[src/rtl/pll_lock_sequencer.sv]
`timescale 1ns/1ps
`default_nettype none
// ============================================================================
// Module   : pll_lock_sequencer
// Purpose  : Brings a PLL up and keeps it there. It pulses the PLL reset,
//            waits for lock with a timeout, and qualifies lock over a
//            stability window. It retries on timeout or loss of lock up to
//            MAX_RETRIES times and then parks in FAULT. It is driven by an
//            HPS PIO command word and reports through an HPS PIO status word.
// Ports    : clk_clk     - system clock
//            reset_reset - asynchronous active-high reset
//            cmd_in      - bit0 start (rising edge), bit1 abort (level)
//            pll_locked  - raw PLL lock, asynchronous to clk_clk
//            pll_rst     - PLL areset, active-high
//            locked_out  - high only while LOCKED
//            status_out  - [0] locked, [1] busy, [2] fault, [3] sticky LOL,
//                          [6:4] state, [15:8] retries, [31:16] LOL count
// Options  : PLL_LOCK_SEQ_LOL_COUNT_EN - enables the 16-bit saturating
//            loss-of-lock event counter in status_out[31:16]. When it is not
//            defined, that field reads as zero.
// Revision : 1.0 - initial release
// ============================================================================
module pll_lock_sequencer #(
    parameter int RST_CYCLES     = 16,
    parameter int STABLE_CYCLES  = 1024,
    parameter int TIMEOUT_CYCLES = 65536,
    parameter int MAX_RETRIES    = 3
) (
    input  logic        clk_clk,
    input  logic        reset_reset,
    input  logic [31:0] cmd_in,
    input  logic        pll_locked,
    output logic        pll_rst,
    output logic        locked_out,
    output logic [31:0] status_out
);

    localparam int c_MAX_A   = (RST_CYCLES > STABLE_CYCLES) ? RST_CYCLES : STABLE_CYCLES;
    localparam int c_CNT_MAX = (c_MAX_A > TIMEOUT_CYCLES) ? c_MAX_A : TIMEOUT_CYCLES;
    localparam int c_CNT_W   = $clog2(c_CNT_MAX + 1);

    localparam logic [c_CNT_W-1:0] c_RST_LAST = c_CNT_W'(RST_CYCLES - 1);
    localparam logic [c_CNT_W-1:0] c_STB_LAST = c_CNT_W'(STABLE_CYCLES - 1);
    localparam logic [c_CNT_W-1:0] c_TO_LAST  = c_CNT_W'(TIMEOUT_CYCLES - 1);
    localparam logic [c_CNT_W-1:0] c_CNT_SAT  = c_CNT_W'(c_CNT_MAX);
    localparam logic [7:0]         c_MAX_RTRY = 8'(MAX_RETRIES);

    localparam logic [2:0] c_ST_IDLE   = 3'd0;
    localparam logic [2:0] c_ST_ARST   = 3'd1;
    localparam logic [2:0] c_ST_WAIT   = 3'd2;
    localparam logic [2:0] c_ST_QUAL   = 3'd3;
    localparam logic [2:0] c_ST_LOCKED = 3'd4;
    localparam logic [2:0] c_ST_FAULT  = 3'd5;

    logic [2:0]         r_state;
    logic [c_CNT_W-1:0] r_cnt;
    logic [7:0]         r_retry;
    logic               r_sticky;
    logic               r_sync1, r_sync2;
    logic               r_cmd_q, r_cmd_prev;
    logic               r_pll_rst, r_locked;
    logic [31:0]        r_status;

    logic [2:0]  w_state_next;
    logic        w_cnt_clr;
    logic [7:0]  w_retry_next;
    logic        w_sticky_next;
    logic        w_lol_evt;
    logic        w_start_clr;
    logic        w_retry_req;
    logic        w_start, w_abort, w_lock, w_active;
    logic        w_pll_rst_next, w_locked_next, w_busy_next, w_fault_next;
    logic [15:0] w_lol_field;
    logic [31:0] w_status_next;
    logic        w_unused_cmd;

    assign w_unused_cmd = ^cmd_in[31:2];
    assign w_lock       = r_sync2;
    assign w_start      = r_cmd_q & ~r_cmd_prev;
    assign w_abort      = cmd_in[1];
    assign w_active     = (r_state == c_ST_ARST) || (r_state == c_ST_WAIT) ||
                          (r_state == c_ST_QUAL) || (r_state == c_ST_LOCKED);

    // Lock synchronizer and start edge register. The edge history resets
    // to 1 so that a start bit held through reset is not seen as an edge.
    always_ff @(posedge clk_clk or posedge reset_reset) begin
        if (reset_reset) begin
            r_sync1    <= 1'b0;
            r_sync2    <= 1'b0;
            r_cmd_q    <= 1'b1;
            r_cmd_prev <= 1'b1;
        end else begin
            r_sync1    <= pll_locked;
            r_sync2    <= r_sync1;
            r_cmd_q    <= cmd_in[0];
            r_cmd_prev <= r_cmd_q;
        end
    end

    // State register, shared counter, bookkeeping and registered outputs
    always_ff @(posedge clk_clk or posedge reset_reset) begin
        if (reset_reset) begin
            r_state    <= c_ST_IDLE;
            r_cnt      <= '0;
            r_retry    <= 8'd0;
            r_sticky   <= 1'b0;
            r_pll_rst  <= 1'b1;
            r_locked   <= 1'b0;
            r_status   <= 32'd0;
        end else begin
            r_state    <= w_state_next;
            r_retry    <= w_retry_next;
            r_sticky   <= w_sticky_next;
            r_pll_rst  <= w_pll_rst_next;
            r_locked   <= w_locked_next;
            r_status   <= w_status_next;
            if (w_cnt_clr) begin
                r_cnt <= '0;
            end else if (r_cnt != c_CNT_SAT) begin
                r_cnt <= r_cnt + 1'b1;
            end
        end
    end

    // Next-state logic. Abort outranks start, and start outranks all
    // per-state events.
    always_comb begin : p_next
        w_state_next  = r_state;
        w_cnt_clr     = 1'b0;
        w_retry_next  = r_retry;
        w_sticky_next = r_sticky;
        w_lol_evt     = 1'b0;
        w_start_clr   = 1'b0;
        w_retry_req   = 1'b0;
        if (w_abort) begin
            if (w_active) begin
                w_state_next = c_ST_IDLE;
                w_cnt_clr    = 1'b1;
            end
        end else if (w_start) begin
            w_state_next  = c_ST_ARST;
            w_cnt_clr     = 1'b1;
            w_retry_next  = 8'd0;
            w_sticky_next = 1'b0;
            w_start_clr   = 1'b1;
        end else begin
            case (r_state)
                c_ST_ARST: begin
                    if (r_cnt == c_RST_LAST) begin
                        w_state_next = c_ST_WAIT;
                        w_cnt_clr    = 1'b1;
                    end
                end
                c_ST_WAIT: begin
                    if (w_lock) begin
                        w_state_next = c_ST_QUAL;
                        w_cnt_clr    = 1'b1;
                    end else if (r_cnt == c_TO_LAST) begin
                        w_retry_req = 1'b1;
                    end
                end
                c_ST_QUAL: begin
                    // A single low sample restarts the whole wait, timeout included
                    if (!w_lock) begin
                        w_state_next = c_ST_WAIT;
                        w_cnt_clr    = 1'b1;
                    end else if (r_cnt == c_STB_LAST) begin
                        w_state_next = c_ST_LOCKED;
                        w_cnt_clr    = 1'b1;
                    end
                end
                c_ST_LOCKED: begin
                    if (!w_lock) begin
                        w_sticky_next = 1'b1;
                        w_lol_evt     = 1'b1;
                        w_retry_req   = 1'b1;
                    end
                end
                default: ;
            endcase
            if (w_retry_req) begin
                w_cnt_clr = 1'b1;
                if (r_retry < c_MAX_RTRY) begin
                    w_retry_next = (r_retry == 8'hFF) ? r_retry : r_retry + 8'd1;
                    w_state_next = c_ST_ARST;
                end else begin
                    w_state_next = c_ST_FAULT;
                end
            end
        end
    end

`ifdef PLL_LOCK_SEQ_LOL_COUNT_EN
    logic [15:0] r_lol_cnt;
    logic [15:0] w_lol_next;

    always_comb begin : p_lol
        w_lol_next = r_lol_cnt;
        if (w_start_clr) begin
            w_lol_next = 16'd0;
        end else if (w_lol_evt && (r_lol_cnt != 16'hFFFF)) begin
            w_lol_next = r_lol_cnt + 16'd1;
        end
    end

    always_ff @(posedge clk_clk or posedge reset_reset) begin
        if (reset_reset) begin
            r_lol_cnt <= 16'd0;
        end else begin
            r_lol_cnt <= w_lol_next;
        end
    end

    assign w_lol_field = w_lol_next;
`else
    logic w_unused_lol;
    assign w_unused_lol = w_lol_evt ^ w_start_clr;
    assign w_lol_field  = 16'd0;
`endif

    // Output decode from the next state, so every output is a flop
    always_comb begin : p_out
        w_pll_rst_next = (w_state_next == c_ST_IDLE) || (w_state_next == c_ST_ARST) ||
                         (w_state_next == c_ST_FAULT);
        w_locked_next  = (w_state_next == c_ST_LOCKED);
        w_busy_next    = (w_state_next == c_ST_ARST) || (w_state_next == c_ST_WAIT) ||
                         (w_state_next == c_ST_QUAL);
        w_fault_next   = (w_state_next == c_ST_FAULT);
        w_status_next  = {w_lol_field, w_retry_next, 1'b0, w_state_next,
                          w_sticky_next, w_fault_next, w_busy_next, w_locked_next};
    end

    assign pll_rst    = r_pll_rst;
    assign locked_out = r_locked;
    assign status_out = r_status;

endmodule
`default_nettype wire

[config.mk]
export PLATFORM = sky130hd
export DESIGN_NAME = pll_lock_sequencer
export DESIGN_NICKNAME = d
export VERILOG_FILES = /design/src/rtl/pll_lock_sequencer.sv
export SDC_FILE = /design/constraint.sdc
export NUM_CORES = 1
export LEC_CHECK = 0
export ABC_AREA = 1
export CAP_MARGIN = 20
export CORE_MARGIN = 8
export CORE_UTILIZATION = 40
export DETAILED_ROUTE_END_ITERATION = 10
export PLACE_DENSITY = 0.7
export REMOVE_ABC_BUFFERS = 1
export SYNTH_ARGS = -nofsm -noshare
export SYNTH_HDL_FRONTEND = slang
export SYNTH_SLANG_ARGS = --single-unit
[constraint.sdc]
create_clock -name clk_clk -period 3.2 [get_ports clk_clk]
set_clock_uncertainty 0.05 [all_clocks]
set_input_delay 0.64 -clock clk_clk [delete_from_list [all_inputs] [get_ports clk_clk]]
set_output_delay 0.64 -clock clk_clk [all_outputs]
set_load 0.02 [all_outputs]
### Word-level counts from Yosys, hierarchy flattened

Index checks and enable logic that the tools add are counted.

| operators by class | value |
|---|---|
| multipliers | 0 |
| equality and inequality tests | 14 |
| div/mod/pow operators | 0 |
| order comparisons | 1 |
| reduce and logical (&&, ||, !) cells | 9 |
| mux-type cells | 36 |
| add/subtract/negate cells | 2 |
| shifts and indexed selects | 0 |
| bitwise gates (word level) | 2 |

Operators by type and width:

| cell | count |
|---|---|
| $mux 8 | 5 |
| $mux 17 | 2 |
| $mux 3 | 9 |
| $add 17x1->17 const B | 1 |
| $eq 17x10->1 const B | 1 |
| $eq 17x16->1 const B | 1 |
| $eq 17x4->1 const B | 1 |
| $mux 1 | 17 |
| $ne 17x17->1 const B | 1 |
| $eq 3x2->1 const B | 4 |
| $eq 3x3->1 const B | 3 |
| $pmux 3 s3 | 1 |
| $add 8x1->8 const B | 1 |
| $eq 8x8->1 const B | 1 |
| $lt 8x2->1 const B | 1 |
| $logic_or 1x1->1 | 7 |
| $eq 3x1->1 const B | 2 |
| $logic_not 3->1 | 1 |
| $pmux 1 s3 | 1 |
| $pmux 1 s2 | 1 |
| $reduce_bool 2->1 | 1 |
| $and 1x1->1 | 1 |
| $not 1->1 | 1 |

| word-level totals | value |
|---|---|
| memories | 0 |
| latch bits | 0 |
| output and inout port bits | 34 |
| RAM bits | 0 |
| bits in read-only memories | 0 |
| register bits after elaboration | 50 |
| bits of input ports | 35 |

### Logic depth before layout (Yosys ltp)

| depth | value |
|---|---|
| word-level depth | 12 |
| gate-level depth with buffers | 17 |

### Worst setup path after synthesis

No wires, ideal clock.

| timing | value |
|---|---|
| path kind | register to register |
| from | reg r_cnt[1] |
| to | reg r_retry[0] |
| stages on the path, launching flop included | 15 |
| path slack | 0.947 ns |
| arrival | 2.074 ns |
| cell sequence | dfrtp_1 > ha_1 > nand3_2 > nor3_4 > nor4b_1 > ha_1 > inv_1 > nor2_1 > nand3_1 > nand2_1 > nand2_1 > nand2_1 > nand2_1 > a21oi_1 > a21oi_1 |

| on the way | value |
|---|---|
| cells in the longest elaborated chain, start to end | 9 |

RTL lines:

| item | RTL line | source |
|---|---|---|
| from (decl) | 56 | `logic [c_CNT_W-1:0] r_cnt;` |
| from (signal assigned) | 120 | `r_cnt <= r_cnt + 1'b1;` |
| $eq 17x16->1 | 158 | `end else if (r_cnt == c_TO_LAST) begin` |
| $mux 1 | 158 |  |
| $mux 1 | 155 | `if (w_lock) begin` |
| $pmux 1 s2 | 147 | `case (r_state)` |
| $mux 1 | 140 | `end else if (w_start) begin` |
| $mux 1 | 135 | `if (w_abort) begin` |
| $mux 8 | 181 | `if (w_retry_req) begin` |
| $mux 8 | 140 |  |
| $mux 8 | 135 |  |
| to (signal assigned) | 112 | `r_retry <= w_retry_next;` |
| to (decl) | 57 | `logic [7:0] r_retry;` |

Every way passes these cells. The select of a mux whose other input is x is not followed.
A chain may end at the register's enable or synchronous reset.

### Worst setup path in the final report

Ends and elaborated chain as after synthesis.

==> impl_metrics.prom <==
# TYPE chip_impl_metric gauge
chip_impl_metric{name="cts-hold-fix-buffers",unit=""} 0
chip_impl_info{name="worstReg2RegEnd",value="r_retry[0]$_DFFE_PP0P_"} 1
chip_impl_metric{name="fraction_of_the_core_area_covered_by_cells_at_the_end_of_the_flow",unit="%"} 47.0
chip_impl_metric{name="num-fill-cells",unit=""} 489
chip_impl_metric{name="post_synth_inst_count",unit=""} 252
chip_impl_metric{name="post_drt_via_cell_ratio",unit=""} 4.45
chip_impl_metric{name="setup_violations",unit=""} 0
chip_impl_info{name="synth_top_family_by_area",value="simple AND/OR/NAND/NOR gates"} 1
chip_impl_metric{name="dieArea",unit="mm²"} 0.00759
chip_impl_metric{name="synthAdderAreaFrac",unit="%"} 2.47
chip_impl_metric{name="drtIter0Drc",unit=""} 108
chip_impl_metric{name="gr-usage-all-layers",unit="%"} 10.5
chip_impl_info{name="cp-end-kind",value="flip-flop"} 1
chip_impl_metric{name="nNetsFinal",unit=""} 316
chip_impl_info{name="root_buffer",value="sky130_fd_sc_hd__clkbuf_8"} 1
chip_impl_metric{name="design.core.area",unit="mm²"} 0.00501
chip_impl_metric{name="route.antenna.remaining_nets",unit=""} 0
chip_impl_metric{name="clkSlewWorstSetupHoldPaths",unit="ns"} 0.07
chip_impl_metric{name="synth.lib_cells_used.distinct",unit=""} 24
chip_impl_metric{name="numClockSinks",unit=""} 37
chip_impl_metric{name="grt_overflow_total",unit=""} 0
chip_impl_metric{name="vdd_drop_max",unit="µV"} 284
chip_impl_metric{name="placement.io_buffers",unit=""} 21
chip_impl_metric{name="rr_worst_depth",unit=""} 14
chip_impl_metric{name="remaining_drc_errors",unit=""} 0
chip_impl_metric{name="clock_insertion_delay_worst_skew",unit="ns"} 0.28
chip_impl_metric{name="power_density",unit="mW/mm²"} 505
chip_impl_metric{name="synth-xor-area-share",unit="%"} 6.49
chip_impl_metric{name="timing.final.hold_violations",unit=""} 0
chip_impl_metric{name="fp.dieH",unit="µm"} 87.1
chip_impl_info{name="critical_path.reg2reg.startpoint",value="r_cnt[1]$_DFFE_PP0P_"} 1
chip_impl_info{name="leading_cell_type_in_the_layout_fill_and_taps_excluded",value="sky130_fd_sc_hd__nand2_1"} 1
chip_impl_metric{name="leakagePower",unit="nW"} 1.19
chip_impl_metric{name="stdcell_area",unit="mm²"} 0.00236
chip_impl_metric{name="largest_net_degree_at_the_start_of_global_routing",unit=""} 38
chip_impl_metric{name="setup_total_negative_slack",unit="ns"} 0
chip_impl_info{name="setup.worst_path.class",value="flip-flop to flip-flop"} 1
chip_impl_metric{name="placed_inst_area",unit="mm²"} 0.00224
chip_impl_metric{name="post_route_cells_drive_above_1_share",unit="%"} 6.47
chip_impl_metric{name="hpwlAfterDp",unit="µm"} 2740
chip_impl_info{name="grt_setup_unrepaired",value="false"} 1
chip_impl_metric{name="report.final.slew_viol_count",unit=""} 0
chip_impl_metric{name="number_of_diodes",unit=""} 0
chip_impl_metric{name="ctsLongestPathBuffers",unit=""} 2
chip_impl_metric{name="post-route-worst-setup-slack",unit="ns"} 0.593
chip_impl_metric{name="total_via_count_in_the_routed_design",unit=""} 1547
chip_impl_metric{name="floorplan.initialDensity",unit="%"} 40.4
chip_impl_metric{name="syn_avg_cell_area",unit="µm²"} 8.03
chip_impl_metric{name="initial_antenna_violation_count",unit=""} 0
chip_impl_metric{name="grt_pass1_wl",unit="µm"} 6470
chip_impl_metric{name="cts_htree_levels",unit=""} 2
chip_impl_metric{name="wirelength",unit="µm"} 3650
chip_impl_metric{name="ys_seq_elements",unit=""} 37
chip_impl_metric{name="rrSetupSlack",unit="ns"} 0.59
chip_impl_info{name="hold_path.startpoint",value="r_sync1$_DFF_PP0_"} 1
chip_impl_metric{name="max_freq",unit="GHz"} 0.384
chip_impl_info{name="post-synth-top-area-cell",value="sky130_fd_sc_hd__dfrtp_1"} 1
chip_impl_metric{name="synth_largest_type_area_fraction",unit="%"} 42.0
chip_impl_metric{name="timing.critical_path.arrival",unit="ns"} 2.72
chip_impl_metric{name="post_synth_and_or_nand_nor_area_fraction",unit="%"} 28.7
chip_impl_metric{name="seq_area_frac_synth",unit="%"} 45.9
chip_impl_metric{name="final.hold.worst_slack",unit="ns"} 0.303
chip_impl_metric{name="route.detailed.wl_per_inst",unit="µm"} 10.5
chip_impl_metric{name="layout_min_cycle_time",unit="ns"} 2.61
chip_impl_info{name="worst_setup_path_start_kind",value="flip-flop"} 1
chip_impl_metric{name="path_max_fanout",unit=""} 10
chip_impl_metric{name="detailedPlace.worstSlack",unit="ns"} 0.595
chip_impl_info{name="cts_tree",value="built"} 1
chip_impl_info{name="hold_class",value="flip-flop to flip-flop"} 1
chip_impl_metric{name="whs_path_depth",unit=""} 0
chip_impl_metric{name="compound_gate_portion_of_the_synthesized_area",unit="%"} 3.09
chip_impl_metric{name="synth.area.mux_share",unit="%"} 0
chip_impl_metric{name="count_of_instances_resized_after_the_clock_tree_is_built",unit=""} 0
chip_impl_info{name="most-common-layout-cells",value="sky130_fd_sc_hd__nand2_1, sky130_fd_sc_hd__nor2_1, sky130_fd_sc_hd__dfrtp_1"} 1
chip_impl_metric{name="area_growth",unit="%"} 16.4
chip_impl_metric{name="io-pin-count",unit=""} 69
chip_impl_info{name="synth_top_cells_by_area",value="sky130_fd_sc_hd__dfrtp_1, sky130_fd_sc_hd__nand2_1, sky130_fd_sc_hd__nor2_1"} 1
chip_impl_metric{name="syn_area",unit="mm²"} 0.00202
chip_impl_metric{name="layout_worst_path_cycle_share",unit="%"} 81.5
chip_impl_info{name="outcome",value="finished clean"} 1
chip_impl_metric{name="max_cap_violations",unit=""} 0
chip_impl_metric{name="grt_pass1_vias",unit=""} 1563
chip_impl_metric{name="die-width",unit="µm"} 87.1
chip_impl_metric{name="cts_made_buffers",unit=""} 5
chip_impl_metric{name="required_time_at_the_worst_slack_endpoint",unit="ns"} 3.31
chip_impl_metric{name="cts.repair_timing.setup_buffer_count",unit=""} 0
chip_impl_metric{name="gpl.final_weighted_congestion",unit=""} 0.831
chip_impl_metric{name="yosys_warnings",unit=""} 0
chip_impl_metric{name="placement_rows",unit=""} 26
chip_impl_info{name="min_to",value="r_sync2$_DFF_PP0_"} 1
chip_impl_metric{name="first_pass_iters",unit=""} 4
## cell type report
| cell class | instances | area (µm²) | area share [%] |
|---|---|---|---|
| inverter | 30 | 113 | 4.78 |
| sequential | 37 | 930 | 39.5 |
| clock buffer | 6 | 82.6 | 3.51 |
| timing repair buffer | 22 | 218 | 9.24 |
| tap | 70 | 87.6 | 3.72 |
| clock inverter | 2 | 37.5 | 1.59 |
| multi-input combinational | 181 | 888 | 37.7 |
## flip-flops by register name, indices dropped and copies added, names as in the netlist
| signal | cells |
|---|---|
| pll_rst | 1 |
| r_cnt | 17 |
| r_cmd_prev | 1 |
| r_sync1 | 1 |
| status_out | 6 |
| r_state | 2 |
| r_retry | 7 |
| r_cmd_q | 1 |
| r_sync2 | 1 |
## synth_stat cells, drive strengths merged
library cell and number:
a21oi 8, a2bb2oi 1, buf 20, conb 1, dfrtp 34, dfstp 3
ha 4, inv 30, nand2 55, nand3 17, nand4 5, nor2 53
nor3 2, nor4 1, nor4b 1, o21ai 2, xnor2 4, xor2 11
## through the flow
stage	power, mW	cells
2_1_floorplan	0.708	248
3_3_place_gp	0.781	340
3_5_place_dp	0.785	340
4_1_cts	1.21	348
5_1_grt	1.26	348
6_report	1.19	348
## worst max path at each step
stage	end	startpoint	slack, ns
floorplan	r_retry[0]$_DFFE_PP0P_	r_cnt[1]$_DFFE_PP0P_	0.95
global placement	r_retry[0]$_DFFE_PP0P_	r_cnt[1]$_DFFE_PP0P_	0.62
detailed placement	r_retry[0]$_DFFE_PP0P_	r_cnt[1]$_DFFE_PP0P_	0.59
CTS	r_retry[0]$_DFFE_PP0P_	r_cnt[1]$_DFFE_PP0P_	0.58
global route	r_retry[0]$_DFFE_PP0P_	r_cnt[1]$_DFFE_PP0P_	0.26
finish	r_retry[0]$_DFFE_PP0P_	r_cnt[1]$_DFFE_PP0P_	0.59
## routing by layer
metal / vias up / part of all wire [%] / routed length, µm / track usage, %
met3: 5 / 7.4 / 270 / 3.40
li1: 794 / - / - / -
met5: - / 0 / 0 / 0
met4: 0 / 1.2 / 43 / 3.91
met2: 42 / 47 / 1700 / 18.0
met1: 706 / 45 / 1640 / 11.8
## worst max-delay path, stage by stage, from the launching register on
cell and delay (ns):
sky130_fd_sc_hd__dfrtp_1 0.39, sky130_fd_sc_hd__ha_1 0.22, sky130_fd_sc_hd__nand3_2 0.15, sky130_fd_sc_hd__nor3_4 0.24, sky130_fd_sc_hd__nor4b_1 0.30, sky130_fd_sc_hd__ha_1 0.23, sky130_fd_sc_hd__inv_1 0.04, sky130_fd_sc_hd__nor2_1 0.08
sky130_fd_sc_hd__nand3_1 0.10, sky130_fd_sc_hd__nand2_1 0.08, sky130_fd_sc_hd__nand2_1 0.07, sky130_fd_sc_hd__nand2_1 0.07, sky130_fd_sc_hd__nand2_1 0.20, sky130_fd_sc_hd__a21oi_1 0.19, sky130_fd_sc_hd__a21oi_1 0.06
## report_power, final
part           internal, mW  switching, mW  total, mW
combinational        0.0853          0.151      0.236
sequential            0.505         0.0335      0.539
clock                 0.253          0.162      0.415
total                 0.844          0.347       1.19
## cell families after synthesis
family                     count (synthesis)
and+or+nand+nor                          134
buffers and inverters                     50
DFF                                       37
xor gates and xnor gates                  15
AOI/OAI and AO/OA                         11
adders and majority gates                  4
other                                      1
Note: power is estimated with default switching activity, not from simulation.
